--- src/rtl/msk_skinny_round_seq_pkg.sv ---
// Shared types and helpers for the masked SKINNY round sequencer.
// Holds the FSM encoding, the round-constant LFSR step and the block width.
package skinny_pkg;
    localparam int              RC_W     = 6;
    localparam logic [RC_W-1:0] RC_INIT  = 6'h00;
    localparam int              BLK_BITS = 128;

    typedef enum logic [2:0] {
        ST_IDLE,
        ST_LOAD,
        ST_WRND,
        ST_PH,
        ST_COMMIT,
        ST_LAST
    } seq_state_e;

    // The round-constant update is an affine LFSR, so all-zero is a legal seed.
    function automatic logic [RC_W-1:0] lfsr6(input logic [RC_W-1:0] rc);
        return {rc[4:0], rc[5] ^ rc[4] ^ 1'b1};
    endfunction
endpackage

--- src/rtl/msk_skinny_round_seq_if.sv ---
// Host and PRNG handshake bundle for the masked SKINNY sequencer.
// Share vectors interleave the D shares of each bit: bit b share s sits at b*D+s.
interface msk_skinny_round_seq_if #(
    parameter int D    = 2,
    parameter int RNDW = 64
);
    import skinny_pkg::*;

    logic                    start;
    logic [BLK_BITS*D-1:0]   pt_i;
    logic                    busy;
    logic                    done;
    logic [BLK_BITS*D-1:0]   ct_o;
    logic                    rnd_valid;
    logic                    rnd_ready;
    logic [RNDW-1:0]         rnd_i;

    modport master (
        output start, pt_i, rnd_valid, rnd_i,
        input  busy, done, ct_o, rnd_ready
    );
    modport slave (
        input  start, pt_i, rnd_valid, rnd_i,
        output busy, done, ct_o, rnd_ready
    );
endinterface

--- src/rtl/msk_skinny_phase_gen.sv ---
// Borrowed-Time phase generator: walks NPH one-hot phase enables while active,
// and raises the clear strobe whenever no phase is running.
module msk_skinny_phase_gen #(
    parameter int NPH = 4
) (
    input  logic           clk,
    input  logic           rst,
    input  logic           act_i,
    output logic [NPH-1:0] en_ph_o,
    output logic           bt_clear_o,
    output logic           last_o
);
    localparam int PW = (NPH > 1) ? $clog2(NPH) : 1;

    logic [PW-1:0] ph_q, ph_d;

    // Counter parks at zero outside the phase window so every round starts at phase 0.
    always_comb begin
        ph_d = '0;
        if (act_i && !last_o) ph_d = ph_q + PW'(1);
    end

    always_ff @(posedge clk) begin
        if (rst) ph_q <= '0;
        else     ph_q <= ph_d;
    end

    for (genvar k = 0; k < NPH; k++) begin : g_ph
        assign en_ph_o[k] = act_i && (ph_q == PW'(k));
    end

    assign last_o     = act_i && (ph_q == PW'(NPH - 1));
    assign bt_clear_o = !act_i;
endmodule

--- src/rtl/msk_skinny_round_seq.sv ---
// Masked SKINNY round sequencer: owns the D-share state register and drives
// phase enables, clear strobe, key gating and round constant for the datapath.
module msk_skinny_round_seq
    import skinny_pkg::*;
#(
    parameter int D    = 2,
    parameter int NR   = 40,
    parameter int NPH  = 4,
    parameter int RNDW = 64
) (
    input  logic                  clk,
    input  logic                  rst,
    msk_skinny_round_seq_if.slave hif,
    output logic [RNDW-1:0]       rnd_o,
    output logic [BLK_BITS*D-1:0] state_o,
    input  logic [BLK_BITS*D-1:0] round_i,
    output logic [NPH-1:0]        en_ph,
    output logic                  bt_clear,
    output logic                  key_en,
    output logic [RC_W-1:0]       rc_o
);
    localparam int SW = BLK_BITS * D;
    localparam int CW = $clog2(NR + 1);

    seq_state_e      fsm_q, fsm_d;
    logic [SW-1:0]   sh_q, sh_d;
    logic [RNDW-1:0] rnd_q, rnd_d;
    logic [RC_W-1:0] rc_q, rc_d;
    logic [CW-1:0]   cnt_q, cnt_d;
    logic            ph_act, ph_last;

    msk_skinny_phase_gen #(.NPH(NPH)) u_ph (
        .clk        (clk),
        .rst        (rst),
        .act_i      (ph_act),
        .en_ph_o    (en_ph),
        .bt_clear_o (bt_clear),
        .last_o     (ph_last)
    );

    // Reset wipes share and randomness registers so an abort leaves no residue.
    always_ff @(posedge clk) begin
        if (rst) begin
            fsm_q <= ST_IDLE;
            sh_q  <= '0;
            rnd_q <= '0;
            rc_q  <= RC_INIT;
            cnt_q <= '0;
        end else begin
            fsm_q <= fsm_d;
            sh_q  <= sh_d;
            rnd_q <= rnd_d;
            rc_q  <= rc_d;
            cnt_q <= cnt_d;
        end
    end

    always_comb begin
        fsm_d = fsm_q;
        sh_d  = sh_q;
        rnd_d = rnd_q;
        rc_d  = rc_q;
        cnt_d = cnt_q;
        case (fsm_q)
            ST_IDLE:   if (hif.start) fsm_d = ST_LOAD;
            ST_LOAD: begin
                sh_d  = hif.pt_i;
                cnt_d = '0;
                rc_d  = RC_INIT;
                fsm_d = ST_WRND;
            end
            // Only place the sequence may stall: a round never starts without its randomness.
            ST_WRND: begin
                if (hif.rnd_valid) begin
                    rnd_d = hif.rnd_i;
                    rc_d  = lfsr6(rc_q);
                    fsm_d = ST_PH;
                end
            end
            ST_PH:     if (ph_last) fsm_d = ST_COMMIT;
            ST_COMMIT: begin
                sh_d  = round_i;
                cnt_d = cnt_q + CW'(1);
                fsm_d = (cnt_q == CW'(NR - 1)) ? ST_LAST : ST_WRND;
            end
            ST_LAST:   fsm_d = ST_IDLE;
            default:   fsm_d = ST_IDLE;
        endcase
    end

    assign ph_act        = (fsm_q == ST_PH);
    assign hif.rnd_ready = (fsm_q == ST_WRND) && hif.rnd_valid;
    assign hif.busy      = (fsm_q != ST_IDLE);
    assign hif.done      = (fsm_q == ST_LAST);
    assign hif.ct_o      = hif.done ? sh_q : '0;
    assign key_en        = (fsm_q == ST_COMMIT);
    assign rnd_o         = rnd_q;
    assign state_o       = sh_q;
    assign rc_o          = rc_q;
endmodule

--- src/flat_wrapper.sv ---
// flat-port wrapper written by rule: the top's interface ports become plain ports
module msk_skinny_round_seq_flat import skinny_pkg::*;
#(
    parameter int D    = 2,
    parameter int NR   = 40,
    parameter int NPH  = 4,
    parameter int RNDW = 64
)
  (clk, rst, rnd_o, state_o, round_i, en_ph, bt_clear, key_en, rc_o, hif_start, hif_pt_i, hif_rnd_valid, hif_rnd_i, hif_busy, hif_done, hif_ct_o, hif_rnd_ready);
  msk_skinny_round_seq_if #(.D(D), .RNDW(RNDW)) hif_i ();
  input  logic clk;
  input  logic rst;
  output logic [RNDW-1:0] rnd_o;
  output logic [BLK_BITS*D-1:0] state_o;
  input  logic [BLK_BITS*D-1:0] round_i;
  output logic [NPH-1:0] en_ph;
  output logic bt_clear;
  output logic key_en;
  output logic [RC_W-1:0] rc_o;
  input wire logic [$bits(hif_i.start)-1:0] hif_start;
  input wire logic [$bits(hif_i.pt_i)-1:0] hif_pt_i;
  input wire logic [$bits(hif_i.rnd_valid)-1:0] hif_rnd_valid;
  input wire logic [$bits(hif_i.rnd_i)-1:0] hif_rnd_i;
  output wire logic [$bits(hif_i.busy)-1:0] hif_busy;
  output wire logic [$bits(hif_i.done)-1:0] hif_done;
  output wire logic [$bits(hif_i.ct_o)-1:0] hif_ct_o;
  output wire logic [$bits(hif_i.rnd_ready)-1:0] hif_rnd_ready;
  assign hif_i.start = hif_start;
  assign hif_i.pt_i = hif_pt_i;
  assign hif_i.rnd_valid = hif_rnd_valid;
  assign hif_i.rnd_i = hif_rnd_i;
  assign hif_busy = hif_i.busy;
  assign hif_done = hif_i.done;
  assign hif_ct_o = hif_i.ct_o;
  assign hif_rnd_ready = hif_i.rnd_ready;
  msk_skinny_round_seq #(.D(D), .NR(NR), .NPH(NPH), .RNDW(RNDW)) u_core (.clk(clk), .rst(rst), .hif(hif_i), .rnd_o(rnd_o), .state_o(state_o), .round_i(round_i), .en_ph(en_ph), .bt_clear(bt_clear), .key_en(key_en), .rc_o(rc_o));
endmodule
--- config.mk ---
export PLATFORM = sky130hd
export DESIGN_NAME = msk_skinny_round_seq_flat
export DESIGN_NICKNAME = d
export VERILOG_FILES = /design/src/rtl/msk_skinny_round_seq_pkg.sv /design/src/rtl/msk_skinny_round_seq_if.sv /design/src/rtl/msk_skinny_phase_gen.sv /design/src/rtl/msk_skinny_round_seq.sv /design/src/flat_wrapper.sv
export SDC_FILE = /design/constraint.sdc
export NUM_CORES = 1
export LEC_CHECK = 0
export CORE_AREA = 2 2 458 460
export DETAILED_ROUTE_END_ITERATION = 16
export DIE_AREA = 0 0 460 462
export GPL_ROUTABILITY_DRIVEN = 0
export MAX_ROUTING_LAYER = met4
export SLEW_MARGIN = 20
export SYNTH_ARGS = -nofsm -noshare
export SYNTH_HDL_FRONTEND = slang
export SYNTH_SLANG_ARGS = --single-unit
--- constraint.sdc ---
create_clock -name clk -period 1.87 [get_ports clk]
set_input_delay 0.187 -clock clk [delete_from_list [all_inputs] [get_ports clk]]
set_output_delay 0.187 -clock clk [all_outputs]
set_load 0.01 [all_outputs]
# Word level (Yosys, flattened, before mapping)
# Cells that the tools add are included.
[totals]
reg_bits = 337
in_bits = 580
output_inout_bits = 591
elab_cells = 50
[op_classes]
addsub = 2
eq_ne = 12
muxes = 10
bitwise_logic = 3
reduce_logical = 17
[ops]
columns = ["operator", "n"]
rows = [
  ["one-hot mux 256 bit (2 select lines)", 1],
  ["two-way mux 256 bit", 1],
  ["one-hot mux 6 bit (2 select lines)", 2],
  ["one-hot mux 3 bit (5 select lines)", 1],
  ["two-way mux 3 bit", 4],
  ["adder 6 x 1 -> 6 bit (second input constant)", 1],
  ["equality test 3 x 2 -> 1 bit (second input constant)", 2],
  ["equality test 3 bit (second input constant)", 2],
  ["equality test 6 bit (second input constant)", 1],
  ["logical AND 1 bit", 6],
  ["two-way mux 6 bit", 1],
  ["equality test 2 bit (second input constant)", 2],
  ["!= test 2 bit (second input constant)", 2],
  ["AND reduction 2 bit", 2],
  ["nonzero test 2 bit", 2],
  ["equality test 3 x 1 -> 1 bit (second input constant)", 1],
  ["logical NOT 3 bit", 1],
  ["AND reduction 3 bit", 1],
  ["nonzero test 3 bit", 1],
  ["adder 2 x 1 -> 2 bit (second input constant)", 1],
  ["equality test 2 x 1 -> 1 bit (second input constant)", 1],
  ["logical NOT 1 bit", 2],
  ["logical NOT 2 bit", 1],
  ["!= test 2 x 1 -> 1 bit (second input constant)", 1],
  ["other kinds (3)", 4],
]

# Depth between registers and ports, before layout
[depth]
word_depth = 6
mapped_depth = 7

# By module
# From an unflattened synthesis, not the netlist that was laid out.
[unflattened]
cells_unflattened = 1849
hier_area_um2 = 14747.9
[modules_own_cells]
columns = ["mod", "n_inst", "cells_each", "area_per_inst_um2", "seq_area_each_um2"]
rows = [
  ["msk_skinny_round_seq", 1, 1833, 14586.5, 6706.4],
  ["msk_skinny_phase_gen", 1, 16, 161.4, 40.0],
]

# Worst setup path before layout
# No wires, ideal clock.
[synth_timing]
path_type = "reg-to-output"
start = "register u_core.fsm_q[1]"
end = "output port hif_ct_o[100]"
t_arrival_ps = 1340
path_slack_ps = 343
stages_incl_launch_ff = 6
path_cell_list = "dfxtp_1 nand2b_1 nor2_1 clkbuf_1 clkbuf_1 and2_1"
[synth_via]
elab_chain_len = 2
[synth_lines]
columns = ["element", "line", "text"]
rows = [
  ["from (decl)", "msk_skinny_round_seq.sv:25", "seq_state_e fsm_q, fsm_d;"],
  ["from (signal assigned)", "msk_skinny_round_seq.sv:50", "fsm_q <= fsm_d;"],
  ["equality test 3 bit", "msk_skinny_round_seq.sv:94", "assign hif.done = (fsm_q == ST_LAST);"],
  ["two-way mux 256 bit", "msk_skinny_round_seq.sv:95", "assign hif.ct_o = hif.done ? sh_q : '0;"],
  ["to (decl)", "flat_wrapper.sv:26", "output wire logic [$bits(hif_i.ct_o)-1:0] hif_ct_o;"],
]
# Every way passes these cells.

# Worst setup path after layout
[layout_timing]
start = "register u_core.fsm_q[1]"
end = "output port hif_ct_o[45]"
# The elaborated chain is that of the path after synthesis.

==> impl_metrics.ini <==
[die]
io_pins = 1171
chipWidth_um = 460
rows = 168
dieArea_um2 = 212500
initial_core_util_pct = 7.033
coreArea_um2 = 208100
die_height_um = 462

[setup_path]
critPathMaxFanout = 7
cp-start-kind = flip-flop
path_class = reg -> out
timing.rr.end = u_core.state_o[169]$_SDFFE_PP0P_
arrival_ns = 2.12
rr_worst_depth = 11
crit_required_ns = 1.68
reg2reg_from = u_core.fsm_q[1]$_SDFFE_PP0P_
end_kind = output pin
ff2ff_setup_slack_ns = -0.25

[run_status]
violations = negative setup slack
status = finished, violations left

[min_path]
holdCritPathClass = in -> reg
min_path_cells = 3
min-delay-start = hif_rnd_i[26]
hold_path_end = u_core.rnd_o[26]$_SDFFE_PP0P_

[drt]
drt_iter0_drc = 1745
routed_via_density = 3.520
wl_per_cell_um = 32.82
wl_mm = 198.3
dr.pass1.iters = 6
antenna_left = 0
drcViolationCount = 0
num_vias = 21269

[global_routing]
first_global_vias = 19319
grt_pass1_wl_mm = 221.7
antenna_found_initial = 197
grt_max_degree = 88
grt.total_usage_pct = 16.88
overflow = 0

[place]
dp_hpwl_mm = 161.1
place_area_um2 = 30850
io_buffers = 1170
place_ws_ns = -0.2276

[power]
ir_drop_mv = 0.7296
power_density_nw_per_um2 = 943.4
leakagePower_nw = 16.10

[synth]
ys_top_cells_by_area = dfxtp_1 46%, a22oi_1 13%, a21oi_1 11%, and2_1 11%, nand2_1 9.9%
ys_ff_latch = 337
syn_inst = 1817
yosys.area.top_type = dfxtp_1
synth_nets = 2402
ys_types = 41
syn-cell-area_um2 = 14640
yosys_warnings = 0
synth_seq_area_share_pct = 46.09
avgSynthCellArea_um2 = 8.055
yosysTopAreaCellShare_pct = 46.09

[timing]
worstMarginPinSlew_ns = 0.6637
hold_viol_final = 0
timing.final.crit_share_pct = 123.4
setup_ws_ns = -0.4369
rsz0062_at_grt = true
maxSlewViolCount = 0
max_freq_mhz = 433.5
relSlewSlack_pct = 55.75
setup_violations = 550
period_minus_slack_ns = 2.307
finClkSkew_ns = 0.04195

[clocking]
clkLatencyLatePin_ns = 0.68
path_clk_slew_ns = 0.06
cts_max_level = 2
clock_path_buffers = 3
cts_tree = built
numCtsBuffers = 46
root_buffer = clkbuf_16
clock_sinks = 337

[finish]
fill_cells = 23116
final_area_um2 = 37130
area_delta_synth_final_pct = 153.7
layout-drive-gt1-share_pct = 32.38
fin_util_pct = 17.84
nets = 3724

[run]
maxCapViolations = 0
[worst max path at each step]
stage,startpoint,end,depth (start not counted),slack (ns)
after global routing,u_core.fsm_q[1]$_SDFFE_PP0P_,hif_ct_o[147],8,-0.49
after detailed placement,u_core.fsm_q[0]$_SDFFE_PP0P_,hif_ct_o[118],6,-0.23
after CTS,u_core.fsm_q[1]$_SDFFE_PP0P_,hif_ct_o[90],7,-0.55
final,u_core.fsm_q[1]$_SDFFE_PP0P_,hif_ct_o[45],9,-0.44
after global placement,u_core.fsm_q[1]$_SDFFE_PP0P_,hif_ct_o[48],6,-0.21
after floorplan,u_core.fsm_q[1]$_SDFFE_PP0P_,hif_ct_o[100],5,0.34
[synth_stat cells]
| cell | instances |
|---|---|
| buf_2 | 61 |
| nor3b_2 | 1 |
| xnor2_1 | 2 |
| buf_4 | 1 |
| nor2_1 | 12 |
| buf_1 | 8 |
| nand3b_1 | 2 |
| o21ai_0 | 3 |
| mux2i_1 | 1 |
| nor2_2 | 1 |
| mux2_1 | 2 |
| o21ba_2 | 1 |
| nor4b_1 | 2 |
| dfxtp_1 | 337 |
| inv_2 | 1 |
| a41o_1 | 1 |
| inv_1 | 7 |
| nand3_1 | 1 |
| o22a_1 | 1 |
| or3b_1 | 1 |
| nor4_1 | 1 |
| o22ai_1 | 1 |
| or3_1 | 1 |
| ha_1 | 5 |
| nor3_1 | 2 |
| a22oi_1 | 257 |
| nor2b_1 | 1 |
| or3b_2 | 1 |
| and3_1 | 1 |
| nand4_1 | 8 |
| a21oi_1 | 333 |
| nand2b_1 | 8 |
| nand2_1 | 386 |
| and3b_1 | 1 |
| mux2_2 | 1 |
| clkbuf_1 | 100 |
| buf_6 | 1 |
| nand4b_1 | 1 |
| a211oi_1 | 1 |
| a31oi_1 | 1 |
| and2_1 | 260 |
[area by class of cell]
type	count	area, um^2	area share (%)
clock buffers	67	1374	3.700
inverters	8	40.04	0.1078
repair buffers	1445	16390	44.15
diodes	150	375.4	1.011
clock inverters	14	176.4	0.4752
well taps	2720	3403	9.166
flip-flops and latches	337	6775	18.25
multi-input cells	1301	8593	23.14
[cell usage in the layout, fill, tap and decap left out, types with 53 or more instances in the layout]
master	netlist	routed
and2_4	0	118
a21oi_2	0	66
dfxtp_1	337	316
buf_4	1	130
a22oi_1	257	175
buf_2	61	116
buf_6	1	105
nand2_1	386	312
a22oi_2	0	82
diode_2	0	150
clkbuf_16	0	98
nand2_4	0	53
buf_12	0	110
a21oi_1	333	267
dlymetal6s2s_1	0	169
clkdlybuf4s50_1	0	697
and2_1	260	142
[state kept, by name, indices dropped and copies added (netlist names)]
| name | flops |
|---|---|
| u_core.state_o | 256 |
| u_core.rnd_o | 64 |
| u_core.cnt_q | 6 |
| u_core.rc_o | 6 |
| u_core.fsm_q | 3 |
| u_core.u_ph.ph_q | 2 |
[cells by family (layout without fill, tap and decap cells)]
kind of cell,after synthesis,count (layout),synth area share (%)
other,0,150,0
multiplexers,4,4,0.2992
AO/OA/AOI/OAI,599,599,25.00
flip-flops,337,337,46.09
adder cells (fa/ha/maj),5,5,0.4274
AND/OR/NAND/NOR,691,691,22.87
buffers and inverters,179,1534,5.189
XOR/XNOR,2,2,0.1197
[per-stage QoR]
stage / std cells / total power [mW] / TNS, ns / hold WS [ns]
floorplan: 1817 / 13.14 / 0 / 0.3230
global placement: 5664 / 21.67 / -22.76 / 0.4422
detailed placement: 5664 / 21.78 / -25.57 / 0.4501
CTS: 5772 / 31.58 / -145.98 / 0.001908
global route: 6032 / 36.44 / -150.72 / 0.05232
finish: 6042 / 35.03 / -121.77 / 0.08627
[report_power, final]
| group | switching (mW) | total, mW | internal, mW |
|---|---|---|---|
| sequential | 1.58 | 10.0 | 8.45 |
| clock | 4.02 | 9.53 | 5.50 |
| combinational | 8.32 | 15.5 | 7.15 |
| total | 13.9 | 35.0 | 21.1 |
[per-layer routing]
metal  up-vias  routed length (um)  track usage (%)
li1       9186                   -                -
met1     10182               66870            15.74
met2      1572               87770            25.11
met3       329               34970            13.82
met4         0                8708            7.105
met5         -                   0                -
[worst max-delay path, cell delays in order, from the launching register on]
cell	delay, ns
dfxtp_2	0.32
nand2b_4	0.15
nor2_4	0.11
buf_12	0.15
buf_12	0.15
buf_12	0.13
buf_16	0.11
buf_12	0.10
and2_4	0.14
buf_6	0.10
[repair_timing]
action	in CTS	in global routing
gates resized for setup	626	990
hold buffers	1	0
endpoints found under the setup margin	527	663
gates cloned	11	68
pin swaps	7	196
endpoints found under the hold margin	22	0
setup buffers	16	59
Power figures use the tool's default switching activity.
